`src/rtl/pulse_param_sync_if.sv`:
```
// pulse_param_sync_if
// Decoder-facing bundle between the SPI command decoder (master) and the
// pulse-domain parameter stage (slave).
//   machine_start_ack / machine_stop_ack : stretched start/stop pulses
//   *_data_async                         : quasi-static parameter words
//   change_*_ack                         : stretched parameter-update pulses
//   feedback_data_async                  : 32-bit status word back to decoder
//   change_feedback_ack                  : stretched feedback-valid pulse
interface pulse_param_sync_if;
   logic        machine_start_ack;
   logic        machine_stop_ack;
   logic [15:0] Ton_data_async;
   logic [15:0] Toff_data_async;
   logic [15:0] Ip_data_async;
   logic [15:0] waveform_data_async;
   logic        change_Ton_ack;
   logic        change_Toff_ack;
   logic        change_Ip_ack;
   logic        change_waveform_ack;
   logic [31:0] feedback_data_async;
   logic        change_feedback_ack;

   modport master (
      output machine_start_ack, machine_stop_ack,
      output Ton_data_async, Toff_data_async, Ip_data_async, waveform_data_async,
      output change_Ton_ack, change_Toff_ack, change_Ip_ack, change_waveform_ack,
      input  feedback_data_async, change_feedback_ack
   );

   modport slave (
      input  machine_start_ack, machine_stop_ack,
      input  Ton_data_async, Toff_data_async, Ip_data_async, waveform_data_async,
      input  change_Ton_ack, change_Toff_ack, change_Ip_ack, change_waveform_ack,
      output feedback_data_async, change_feedback_ack
   );
endinterface

```
`src/rtl/pulse_param_sync.sv`:
```
// pulse_param_sync
// Pulse-domain consumer of the SPI decoder. Synchronises the decoder's
// stretched acks, range-checks the parameter words into shadow registers and
// commits them to the active set at safe points (immediately while stopped,
// on period_boundary while running). Periodically publishes a status word.
// Ports:
//   clk, rst_n      : pulse-domain clock, async active-low reset
//   dec             : decoder bundle (slave side)
//   period_boundary : 1-cycle pulse at the end of each Ton+Toff period
//   machine_on      : run enable
//   *_active        : committed ton / toff / ip / waveform
//   param_update    : 1-cycle pulse when pending parameters commit
module pulse_param_sync #(
   parameter int TON_DEFAULT     = 80,
   parameter int TOFF_DEFAULT    = 20,
   parameter int IP_DEFAULT      = 30,
   parameter int TON_MIN         = 1,
   parameter int TON_MAX         = 1000,
   parameter int TOFF_MIN        = 1,
   parameter int TOFF_MAX        = 1000,
   parameter int IP_MIN          = 1,
   parameter int IP_MAX          = 100,
   parameter int WAVEFORM_NUM    = 4,
   parameter int FEEDBACK_PERIOD = 1000,
   parameter int ACK_HOLD        = 4
) (
   input  logic                clk,
   input  logic                rst_n,
   pulse_param_sync_if.slave   dec,
   input  logic                period_boundary,
   output logic                machine_on,
   output logic [15:0]         ton_active,
   output logic [15:0]         toff_active,
   output logic [15:0]         ip_active,
   output logic [15:0]         waveform_active,
   output logic                param_update
);

   localparam int TMR_W  = $clog2(FEEDBACK_PERIOD);
   localparam int HOLD_W = $clog2(ACK_HOLD + 1);
   localparam logic [TMR_W-1:0]  TMR_LAST = TMR_W'(FEEDBACK_PERIOD - 1);
   localparam logic [HOLD_W-1:0] HOLD_RLD = HOLD_W'(ACK_HOLD - 1);
   localparam logic [23:0]       CNT_MAX  = 24'hFF_FFFF;

   // Bit positions in the synchroniser / event vectors.
   localparam int TON   = 0;
   localparam int TOFF  = 1;
   localparam int IP    = 2;
   localparam int WAVE  = 3;
   localparam int START = 4;
   localparam int STOP  = 5;

   localparam logic [3:0][15:0] PARAM_RST = {16'h0000, 16'(IP_DEFAULT),
                                             16'(TOFF_DEFAULT), 16'(TON_DEFAULT)};

   // Returns {out_of_range, clamped_value}.
   function automatic logic [16:0] clamp_word(input logic [15:0] v,
                                              input logic [15:0] lo,
                                              input logic [15:0] hi);
      logic [16:0] r;
      if (v < lo) begin
         r = {1'b1, lo};
      end else if (v > hi) begin
         r = {1'b1, hi};
      end else begin
         r = {1'b0, v};
      end
      return r;
   endfunction

   logic [5:0]       ack_s;
   logic [5:0]       sync1_q, sync1_d;
   logic [5:0]       sync2_q, sync2_d;
   logic [5:0]       sync3_q, sync3_d;
   logic [5:0]       evt_s;

   logic [3:0][15:0] word_s;
   logic [3:0][15:0] cap_val_s;
   logic [3:0]       cap_err_s;
   logic [3:0]       cap_s;

   logic [3:0][15:0] shadow_q, shadow_d;
   logic [3:0][15:0] active_q, active_d;
   logic [3:0]       pending_q, pending_d;
   logic [3:0]       err_q, err_d;
   logic             commit_s;
   logic             param_update_q, param_update_d;

   logic             start_eff_s;
   logic             machine_on_q, machine_on_d;
   logic [23:0]      pulse_cnt_q, pulse_cnt_d;

   logic [TMR_W-1:0]  timer_q, timer_d;
   logic [HOLD_W-1:0] hold_q, hold_d;
   logic              wrap_s;
   logic              fb_ack_q, fb_ack_d;
   logic [31:0]       fb_data_q, fb_data_d;

   assign ack_s  = {dec.machine_stop_ack, dec.machine_start_ack,
                    dec.change_waveform_ack, dec.change_Ip_ack,
                    dec.change_Toff_ack, dec.change_Ton_ack};
   assign word_s = {dec.waveform_data_async, dec.Ip_data_async,
                    dec.Toff_data_async, dec.Ton_data_async};

   // Three-stage synchroniser chain and rising-edge event detection.
   always_comb begin
      sync1_d = ack_s;
      sync2_d = sync1_q;
      sync3_d = sync2_q;
      evt_s   = sync2_q & ~sync3_q;
   end

   // Range check of the incoming words; an illegal waveform code is dropped.
   always_comb begin
      cap_val_s = shadow_q;
      cap_err_s = 4'b0000;
      {cap_err_s[TON],  cap_val_s[TON]}  = clamp_word(word_s[TON],  16'(TON_MIN),  16'(TON_MAX));
      {cap_err_s[TOFF], cap_val_s[TOFF]} = clamp_word(word_s[TOFF], 16'(TOFF_MIN), 16'(TOFF_MAX));
      {cap_err_s[IP],   cap_val_s[IP]}   = clamp_word(word_s[IP],   16'(IP_MIN),   16'(IP_MAX));
      if (word_s[WAVE] < 16'(WAVEFORM_NUM)) begin
         cap_val_s[WAVE] = word_s[WAVE];
         cap_err_s[WAVE] = 1'b0;
      end else begin
         cap_val_s[WAVE] = shadow_q[WAVE];
         cap_err_s[WAVE] = 1'b1;
      end
      cap_s = {evt_s[WAVE] & ~cap_err_s[WAVE], evt_s[IP], evt_s[TOFF], evt_s[TON]};
   end

   // Run state, error flags and pulse counter.
   always_comb begin
      // A start coinciding with a stop is ignored entirely.
      start_eff_s  = evt_s[START] & ~evt_s[STOP];
      machine_on_d = machine_on_q;
      pulse_cnt_d  = pulse_cnt_q;
      err_d        = err_q;

      if (evt_s[STOP]) begin
         machine_on_d = 1'b0;
      end else if (start_eff_s) begin
         machine_on_d = 1'b1;
      end else begin
         machine_on_d = machine_on_q;
      end

      if (start_eff_s) begin
         pulse_cnt_d = 24'h00_0000;
      end else if (machine_on_q && period_boundary && (pulse_cnt_q != CNT_MAX)) begin
         pulse_cnt_d = pulse_cnt_q + 24'h00_0001;
      end else begin
         pulse_cnt_d = pulse_cnt_q;
      end

      if (start_eff_s) begin
         err_d = 4'b0000;
      end else begin
         err_d = err_q;
      end
      // A capture error in the same cycle as a start still sets its flag.
      err_d = err_d | (evt_s[3:0] & cap_err_s);
   end

   // Shadow capture and atomic commit of all pending parameters.
   always_comb begin
      shadow_d       = shadow_q;
      pending_d      = pending_q;
      active_d       = active_q;
      param_update_d = 1'b0;

      for (int i = 0; i < 4; i++) begin
         if (cap_s[i]) begin
            shadow_d[i]  = cap_val_s[i];
            pending_d[i] = 1'b1;
         end else begin
            shadow_d[i]  = shadow_q[i];
            pending_d[i] = pending_q[i];
         end
      end

      // Stopped: commit the cycle after capture. Running: only on a period
      // boundary. A start from stopped flushes anything captured alongside it
      // so the machine never runs on stale parameters.
      commit_s = ((|pending_q) & (~machine_on_q | period_boundary)) |
                 (start_eff_s & ~machine_on_q & (|pending_d));

      if (commit_s) begin
         for (int i = 0; i < 4; i++) begin
            if (pending_d[i]) begin
               // shadow_d already holds a value captured this very cycle.
               active_d[i] = shadow_d[i];
            end else begin
               active_d[i] = active_q[i];
            end
         end
         pending_d      = 4'b0000;
         param_update_d = 1'b1;
      end else begin
         active_d       = active_q;
         param_update_d = 1'b0;
      end
   end

   // Feedback timer, status word latch and stretched feedback ack.
   always_comb begin
      timer_d   = timer_q;
      hold_d    = hold_q;
      fb_ack_d  = fb_ack_q;
      fb_data_d = fb_data_q;
      wrap_s    = (timer_q == TMR_LAST);

      if (wrap_s) begin
         timer_d   = {TMR_W{1'b0}};
         fb_data_d = {machine_on_q, err_q[TON], err_q[TOFF], err_q[IP], err_q[WAVE],
                      3'b000, pulse_cnt_q};
         fb_ack_d  = 1'b1;
         hold_d    = HOLD_RLD;
      end else begin
         timer_d   = timer_q + TMR_W'(1);
         fb_data_d = fb_data_q;
         if (hold_q != {HOLD_W{1'b0}}) begin
            hold_d   = hold_q - HOLD_W'(1);
            fb_ack_d = 1'b1;
         end else begin
            hold_d   = hold_q;
            fb_ack_d = 1'b0;
         end
      end
   end

   // State registers.
   always_ff @(posedge clk or negedge rst_n) begin
      if (!rst_n) begin
         sync1_q        <= 6'b000000;
         sync2_q        <= 6'b000000;
         sync3_q        <= 6'b000000;
         shadow_q       <= PARAM_RST;
         active_q       <= PARAM_RST;
         pending_q      <= 4'b0000;
         err_q          <= 4'b0000;
         param_update_q <= 1'b0;
         machine_on_q   <= 1'b0;
         pulse_cnt_q    <= 24'h00_0000;
         timer_q        <= {TMR_W{1'b0}};
         hold_q         <= {HOLD_W{1'b0}};
         fb_ack_q       <= 1'b0;
         fb_data_q      <= 32'h0000_0000;
      end else begin
         sync1_q        <= sync1_d;
         sync2_q        <= sync2_d;
         sync3_q        <= sync3_d;
         shadow_q       <= shadow_d;
         active_q       <= active_d;
         pending_q      <= pending_d;
         err_q          <= err_d;
         param_update_q <= param_update_d;
         machine_on_q   <= machine_on_d;
         pulse_cnt_q    <= pulse_cnt_d;
         timer_q        <= timer_d;
         hold_q         <= hold_d;
         fb_ack_q       <= fb_ack_d;
         fb_data_q      <= fb_data_d;
      end
   end

   assign machine_on              = machine_on_q;
   assign ton_active              = active_q[TON];
   assign toff_active             = active_q[TOFF];
   assign ip_active               = active_q[IP];
   assign waveform_active         = active_q[WAVE];
   assign param_update            = param_update_q;
   assign dec.feedback_data_async = fb_data_q;
   assign dec.change_feedback_ack = fb_ack_q;

endmodule

```
`src/flat_wrapper.sv`:
```
// flat-port wrapper written by rule: the top's interface ports become plain ports
module pulse_param_sync_flat 
#(
   parameter int TON_DEFAULT     = 80,
   parameter int TOFF_DEFAULT    = 20,
   parameter int IP_DEFAULT      = 30,
   parameter int TON_MIN         = 1,
   parameter int TON_MAX         = 1000,
   parameter int TOFF_MIN        = 1,
   parameter int TOFF_MAX        = 1000,
   parameter int IP_MIN          = 1,
   parameter int IP_MAX          = 100,
   parameter int WAVEFORM_NUM    = 4,
   parameter int FEEDBACK_PERIOD = 1000,
   parameter int ACK_HOLD        = 4
)
  (clk, rst_n, period_boundary, machine_on, ton_active, toff_active, ip_active, waveform_active, param_update, dec_machine_start_ack, dec_machine_stop_ack, dec_Ton_data_async, dec_Toff_data_async, dec_Ip_data_async, dec_waveform_data_async, dec_change_Ton_ack, dec_change_Toff_ack, dec_change_Ip_ack, dec_change_waveform_ack, dec_feedback_data_async, dec_change_feedback_ack);
  pulse_param_sync_if dec_i ();
  input  logic clk;
  input  logic rst_n;
  input  logic period_boundary;
  output logic machine_on;
  output logic [15:0] ton_active;
  output logic [15:0] toff_active;
  output logic [15:0] ip_active;
  output logic [15:0] waveform_active;
  output logic param_update;
  input wire logic [$bits(dec_i.machine_start_ack)-1:0] dec_machine_start_ack;
  input wire logic [$bits(dec_i.machine_stop_ack)-1:0] dec_machine_stop_ack;
  input wire logic [$bits(dec_i.Ton_data_async)-1:0] dec_Ton_data_async;
  input wire logic [$bits(dec_i.Toff_data_async)-1:0] dec_Toff_data_async;
  input wire logic [$bits(dec_i.Ip_data_async)-1:0] dec_Ip_data_async;
  input wire logic [$bits(dec_i.waveform_data_async)-1:0] dec_waveform_data_async;
  input wire logic [$bits(dec_i.change_Ton_ack)-1:0] dec_change_Ton_ack;
  input wire logic [$bits(dec_i.change_Toff_ack)-1:0] dec_change_Toff_ack;
  input wire logic [$bits(dec_i.change_Ip_ack)-1:0] dec_change_Ip_ack;
  input wire logic [$bits(dec_i.change_waveform_ack)-1:0] dec_change_waveform_ack;
  output wire logic [$bits(dec_i.feedback_data_async)-1:0] dec_feedback_data_async;
  output wire logic [$bits(dec_i.change_feedback_ack)-1:0] dec_change_feedback_ack;
  assign dec_i.machine_start_ack = dec_machine_start_ack;
  assign dec_i.machine_stop_ack = dec_machine_stop_ack;
  assign dec_i.Ton_data_async = dec_Ton_data_async;
  assign dec_i.Toff_data_async = dec_Toff_data_async;
  assign dec_i.Ip_data_async = dec_Ip_data_async;
  assign dec_i.waveform_data_async = dec_waveform_data_async;
  assign dec_i.change_Ton_ack = dec_change_Ton_ack;
  assign dec_i.change_Toff_ack = dec_change_Toff_ack;
  assign dec_i.change_Ip_ack = dec_change_Ip_ack;
  assign dec_i.change_waveform_ack = dec_change_waveform_ack;
  assign dec_feedback_data_async = dec_i.feedback_data_async;
  assign dec_change_feedback_ack = dec_i.change_feedback_ack;
  pulse_param_sync #(.TON_DEFAULT(TON_DEFAULT), .TOFF_DEFAULT(TOFF_DEFAULT), .IP_DEFAULT(IP_DEFAULT), .TON_MIN(TON_MIN), .TON_MAX(TON_MAX), .TOFF_MIN(TOFF_MIN), .TOFF_MAX(TOFF_MAX), .IP_MIN(IP_MIN), .IP_MAX(IP_MAX), .WAVEFORM_NUM(WAVEFORM_NUM), .FEEDBACK_PERIOD(FEEDBACK_PERIOD), .ACK_HOLD(ACK_HOLD)) u_core (.clk(clk), .rst_n(rst_n), .dec(dec_i), .period_boundary(period_boundary), .machine_on(machine_on), .ton_active(ton_active), .toff_active(toff_active), .ip_active(ip_active), .waveform_active(waveform_active), .param_update(param_update));
endmodule
```
`config.mk`:
```
export PLATFORM = sky130hd
export DESIGN_NAME = pulse_param_sync_flat
export DESIGN_NICKNAME = d
export VERILOG_FILES = /design/src/rtl/pulse_param_sync_if.sv /design/src/rtl/pulse_param_sync.sv /design/src/flat_wrapper.sv
export SDC_FILE = /design/constraint.sdc
export NUM_CORES = 1
export LEC_CHECK = 0
export BUFFER_PORTS_ARGS = -buffer_cell sky130_fd_sc_hd__buf_2
export CAP_MARGIN = 20
export CORE_ASPECT_RATIO = 0.75
export CORE_UTILIZATION = 50
export DETAILED_ROUTE_END_ITERATION = 8
export PLACE_DENSITY = 0.74
export SYNTH_ARGS = -nofsm -noshare
export SYNTH_HDL_FRONTEND = slang
export SYNTH_SLANG_ARGS = --single-unit
```
`constraint.sdc`:
```
create_clock -name clk -period 3.6 [get_ports clk]
set_clock_uncertainty 0.1 [all_clocks]
set_input_delay 0 -clock clk [delete_from_list [all_inputs] [get_ports clk]]
set_output_delay 0 -clock clk [all_outputs]
set_load 0.005 [all_outputs]
```
==> summary.txt <==
Floorplan
  • FP Rows: 42
  • Die ar.: between 15000 and 20000 um2
  • Core area: 17700 um2
  • Starting density of the core: 0.512
  • Die W: 158 um
  • Die height: 119 um
  • I/O pin total: around 170

Drt
  • DR iter-0 viols: approximately 370
  • DRT Wirelength: 19.7 mm
  • Wire per inst: 16.4 um
  • DRC: 0
  • Vias per cell: 5.27
  • DR pass1 iterations: 4
  • Via count: 6335
  • Post-route ant nets: 0

STA
  • Rel. slew slack: 0.336
  • Slew Viols, Final: 0
  • Hold Fails Final Rpt: 0
  • Min Tclk post-route: 2.83 ns
  • Fmax: 354 MHz
  • Setup TNS: 0 ns
  • # setup viols final: 0
  • RSZ-0062 raised after global routing: no
  • Post-route clock period utilization: 0.786
  • Worst-margin pin slew: 0.992 ns

CTS
  • Longest Clk Path Bufs: 3
  • CTS tree: built
  • Worst skew pair latency: 0.51 ns
  • Setup bufs post-CTS: 0
  • Clock sinks: 223
  • Clock-pin slew of the registers on the worst-case setup and hold paths: 0.06 ns
  • Clock root cell: clkbuf_16
  • Number of CTS-inserted buffers: 23
  • H-Tree Depth: 1

Setup path
  • Critical Path Fanout Max: 16
  • Critical Path RT: 3.89 ns
  • Worst path max stage delay: 0.74 ns
  • Critical path class: input pin to register
  • Setup crit end kind: register
  • Crit-path cells: dlygate4sd3_1 > buf_2 > nor4_1 > dlygate4sd3_1 > and4_1 > nor3_4 > nor3_4 > mux2_2
  • Cell with the largest stage delay on the worst path: nor3_4
  • Critical path launch point type: input pin
  • CP Data Arrival Time: 3.11 ns

Place
  • Port bufs: 168
  • Dpl hpwl: 12.2 mm
  • Gpl congestion: just over 0.8

Logic synthesis
  • Synth warn: 0
  • Distinct cells, synth: 63
  • Number of synthesized flops with an enable pin: 0
  • Ys async rst share: 1.00
  • Post-Synthesis Cells: 700
  • Synthesized flop and latch total: 223
  • Ys flop type: dfrtp_1
  • Syn_area_per_cell: 13.0 um2
  • Sequential area share after synthesis: 0.617
  • Cell area after synthesis: 9070 um2

Finish
  • # diodes: 0
  • Footprint of the multi-input gates: 3240 um2
  • Fillers: 1326
  • Fin nets: 1021
  • Area delta synth->final: 28.3%
  • FF/Latch Area: 5600 um2
  • Fraction of layout cells with a size suffix above 1: 0.355

Run status
  • Outcome: finished, final reports clean

Global routing
  • Vias in the first global route: roughly 6500
  • First-pass GRT wire length: around 33 mm
  • Total GRT Usage: 0.221
  • Total grt overflow: 0
  • Largest net degree at the start of global routing: 140
  • Initial antenna violation count: 0

Pwr
  • Leak pwr: 5.63 nW
  • Power, Total: a little under 6 mW
  • PwrDens: 503 nW/um2
  • Peak supply drop: 0.335 mV

Run
  • Max cap viols: 0

Hold path
  • Hold crit path type: input pin to register
[cell usage after synthesis, types with 2 or more instances]
cell / n / share of area
o31ai_1: 6 / 0.0050
a211o_1: 4 / 0.0039
nor3_1: 6 / 0.0033
nor2_1: 54 / 0.022
dfstp_2: 16 / 0.046
nor2b_1: 18 / 0.012
inv_1: 16 / 0.0066
and4_1: 3 / 0.0029
buf_6: 4 / 0.0050
xnor2_1: 15 / 0.014
nand4_1: 8 / 0.0055
a211oi_1: 6 / 0.0050
nor4b_1: 2 / 0.0019
o31a_1: 2 / 0.0019
and3_1: 8 / 0.0055
a22o_1: 8 / 0.0077
mux2_4: 10 / 0.017
buf_4: 3 / 0.0025
a31o_2: 2 / 0.0019
nand2b_1: 7 / 0.0048
nand3b_1: 2 / 0.0017
o211ai_1: 2 / 0.0017
xor2_1: 3 / 0.0029
clkbuf_2: 2 / 0.0011
dfrtp_1: 207 / 0.57
buf_2: 6 / 0.0033
nand2_1: 28 / 0.012
o221a_2: 10 / 0.012
o21ai_0: 8 / 0.0044
a21oi_1: 26 / 0.014
ha_1: 4 / 0.0055
a41o_1: 2 / 0.0022
or3_1: 6 / 0.0041
nor3_4: 4 / 0.0072
o22ai_1: 7 / 0.0048
clkbuf_1: 15 / 0.0062
mux2_2: 79 / 0.098
and2_1: 27 / 0.019
nor4_1: 16 / 0.011
nand3_1: 20 / 0.011
or4_1: 6 / 0.0050
[logic make-up (layout without fill, tap and decap cells)]
| group | Yosys count | in the layout | share of synthesized area |
|---|---|---|---|
| XOR/XNOR | 18 | 18 | 0.0174 |
| flip-flops | 223 | 223 | 0.617 |
| AO/OA/AOI/OAI | 92 | 92 | 0.0753 |
| AND/OR/NAND/NOR | 225 | 225 | 0.143 |
| other | 1 | 3 | 0.000413 |
| adder cells (fa/ha/maj) | 4 | 4 | 0.00552 |
| buffers and inverters | 48 | 306 | 0.0268 |
| multiplexers | 89 | 89 | 0.115 |
[state kept, by name (all words and copies together) (netlist names), 3 cells and up]
register                        count
u_core.dec.feedback_data_async     29
u_core.sync1_q                      6
u_core.sync3_q                      6
u_core.ton_active                  16
u_core.hold_q                       3
u_core.pending_q                    4
u_core.shadow_q                    64
u_core.pulse_cnt_q                 24
u_core.timer_q                     10
u_core.toff_active                 16
u_core.ip_active                   16
u_core.waveform_active             16
u_core.sync2_q                      6
u_core.err_q                        4
[worst max-delay path: cells and delay by family]
family / cells / cell delay, ns
and+or+nand+nor: 4 / 1.41
muxes: 1 / 0.44
buffers and inverters: 3 / 1.26
[report_power, final]
| group | internal (mW) | switching (mW) | leakage [nW] |
|---|---|---|---|
| sequential | 2.65 | 0.0924 | 2.85 |
| clock | 1.44 | 0.943 | 0.375 |
| combinational | 0.336 | 0.390 | 2.41 |
| total | 4.42 | 1.43 | 5.63 |
[metal layers]
layer	global-route usage	vias to the layer above	wire length, um
met5	0	-	0
met4	0.0643	0	468
met3	0.0469	43	1010
met2	0.340	181	8910
met1	0.317	3129	9330
li1	-	2982	-
[final cells by class]
type                       instances  share of cell area
inverter                          16             0.00516
clock inverter                     5             0.00806
tap                              242              0.0260
timing repair buffer             249               0.143
clock buffer                      36              0.0580
multi-input combinational        431               0.278
sequential                       223               0.481
[final timing paths]
path / from / endpoint / slack [ns] / depth (start not counted)
max: dec_waveform_data_async[7] / u_core.ton_active[13]$_DFFE_PN0P_ / 0.77 / 8
min: dec_waveform_data_async[12] / u_core.pending_q[3]$_DFF_PN0_ / 0.008 / 5
max reg2reg: u_core.sync3_q[2]$_DFF_PN0_ / u_core.ton_active[13]$_DFFE_PN0P_ / 0.92 / 5
min reg2reg: u_core.sync1_q[2]$_DFF_PN0_ / u_core.sync2_q[2]$_DFF_PN0_ / 0.25 / 0
max in group asynchronous: rst_n / u_core.ton_active[3]$_DFFE_PN0P_ / 2.18 / 4
min in group asynchronous: rst_n / u_core.dec.change_feedback_ack$_DFF_PN0_ / 0.48 / 4
[layout by cell type (no fill, tap or decap), drive strengths merged, types with 10 or more instances in the layout]
cell type	synthesis	final
nor2	54	54
nor2b	19	19
mux2	89	89
nor3	10	10
dlygate4sd3	0	72
o221a	10	10
nand3	21	21
buf	15	177
dfrtp	207	207
clkbuf	17	36
dfstp	16	16
inv	16	18
a21oi	26	26
and2	27	27
nor4	18	18
xnor2	15	15
nand2	28	28
[through the flow]
stage / setup WS (ns) / cells / hold WS, ns / utilization / area [um2]
finish: 0.772 / 1202 / 0.00757 / 0.657 / 11600
global route: 0.649 / 1202 / 0.0307 / 0.657 / 11600
CTS: 0.796 / 1202 / 0.00668 / 0.657 / 11600
detailed placement: 0.973 / 1088 / -0.201 / 0.572 / 10100
global placement: 1.03 / 1088 / -0.201 / 0.572 / 10100
floorplan: 1.43 / 702 / -0.396 / - / 9080
[repair_timing]
item | CTS | global route
hold endpoints to repair | 283 | 0
resized for setup | 0 | 0
hold buffers | 73 | 0
No activity file was read; power rests on OpenSTA's default activity.
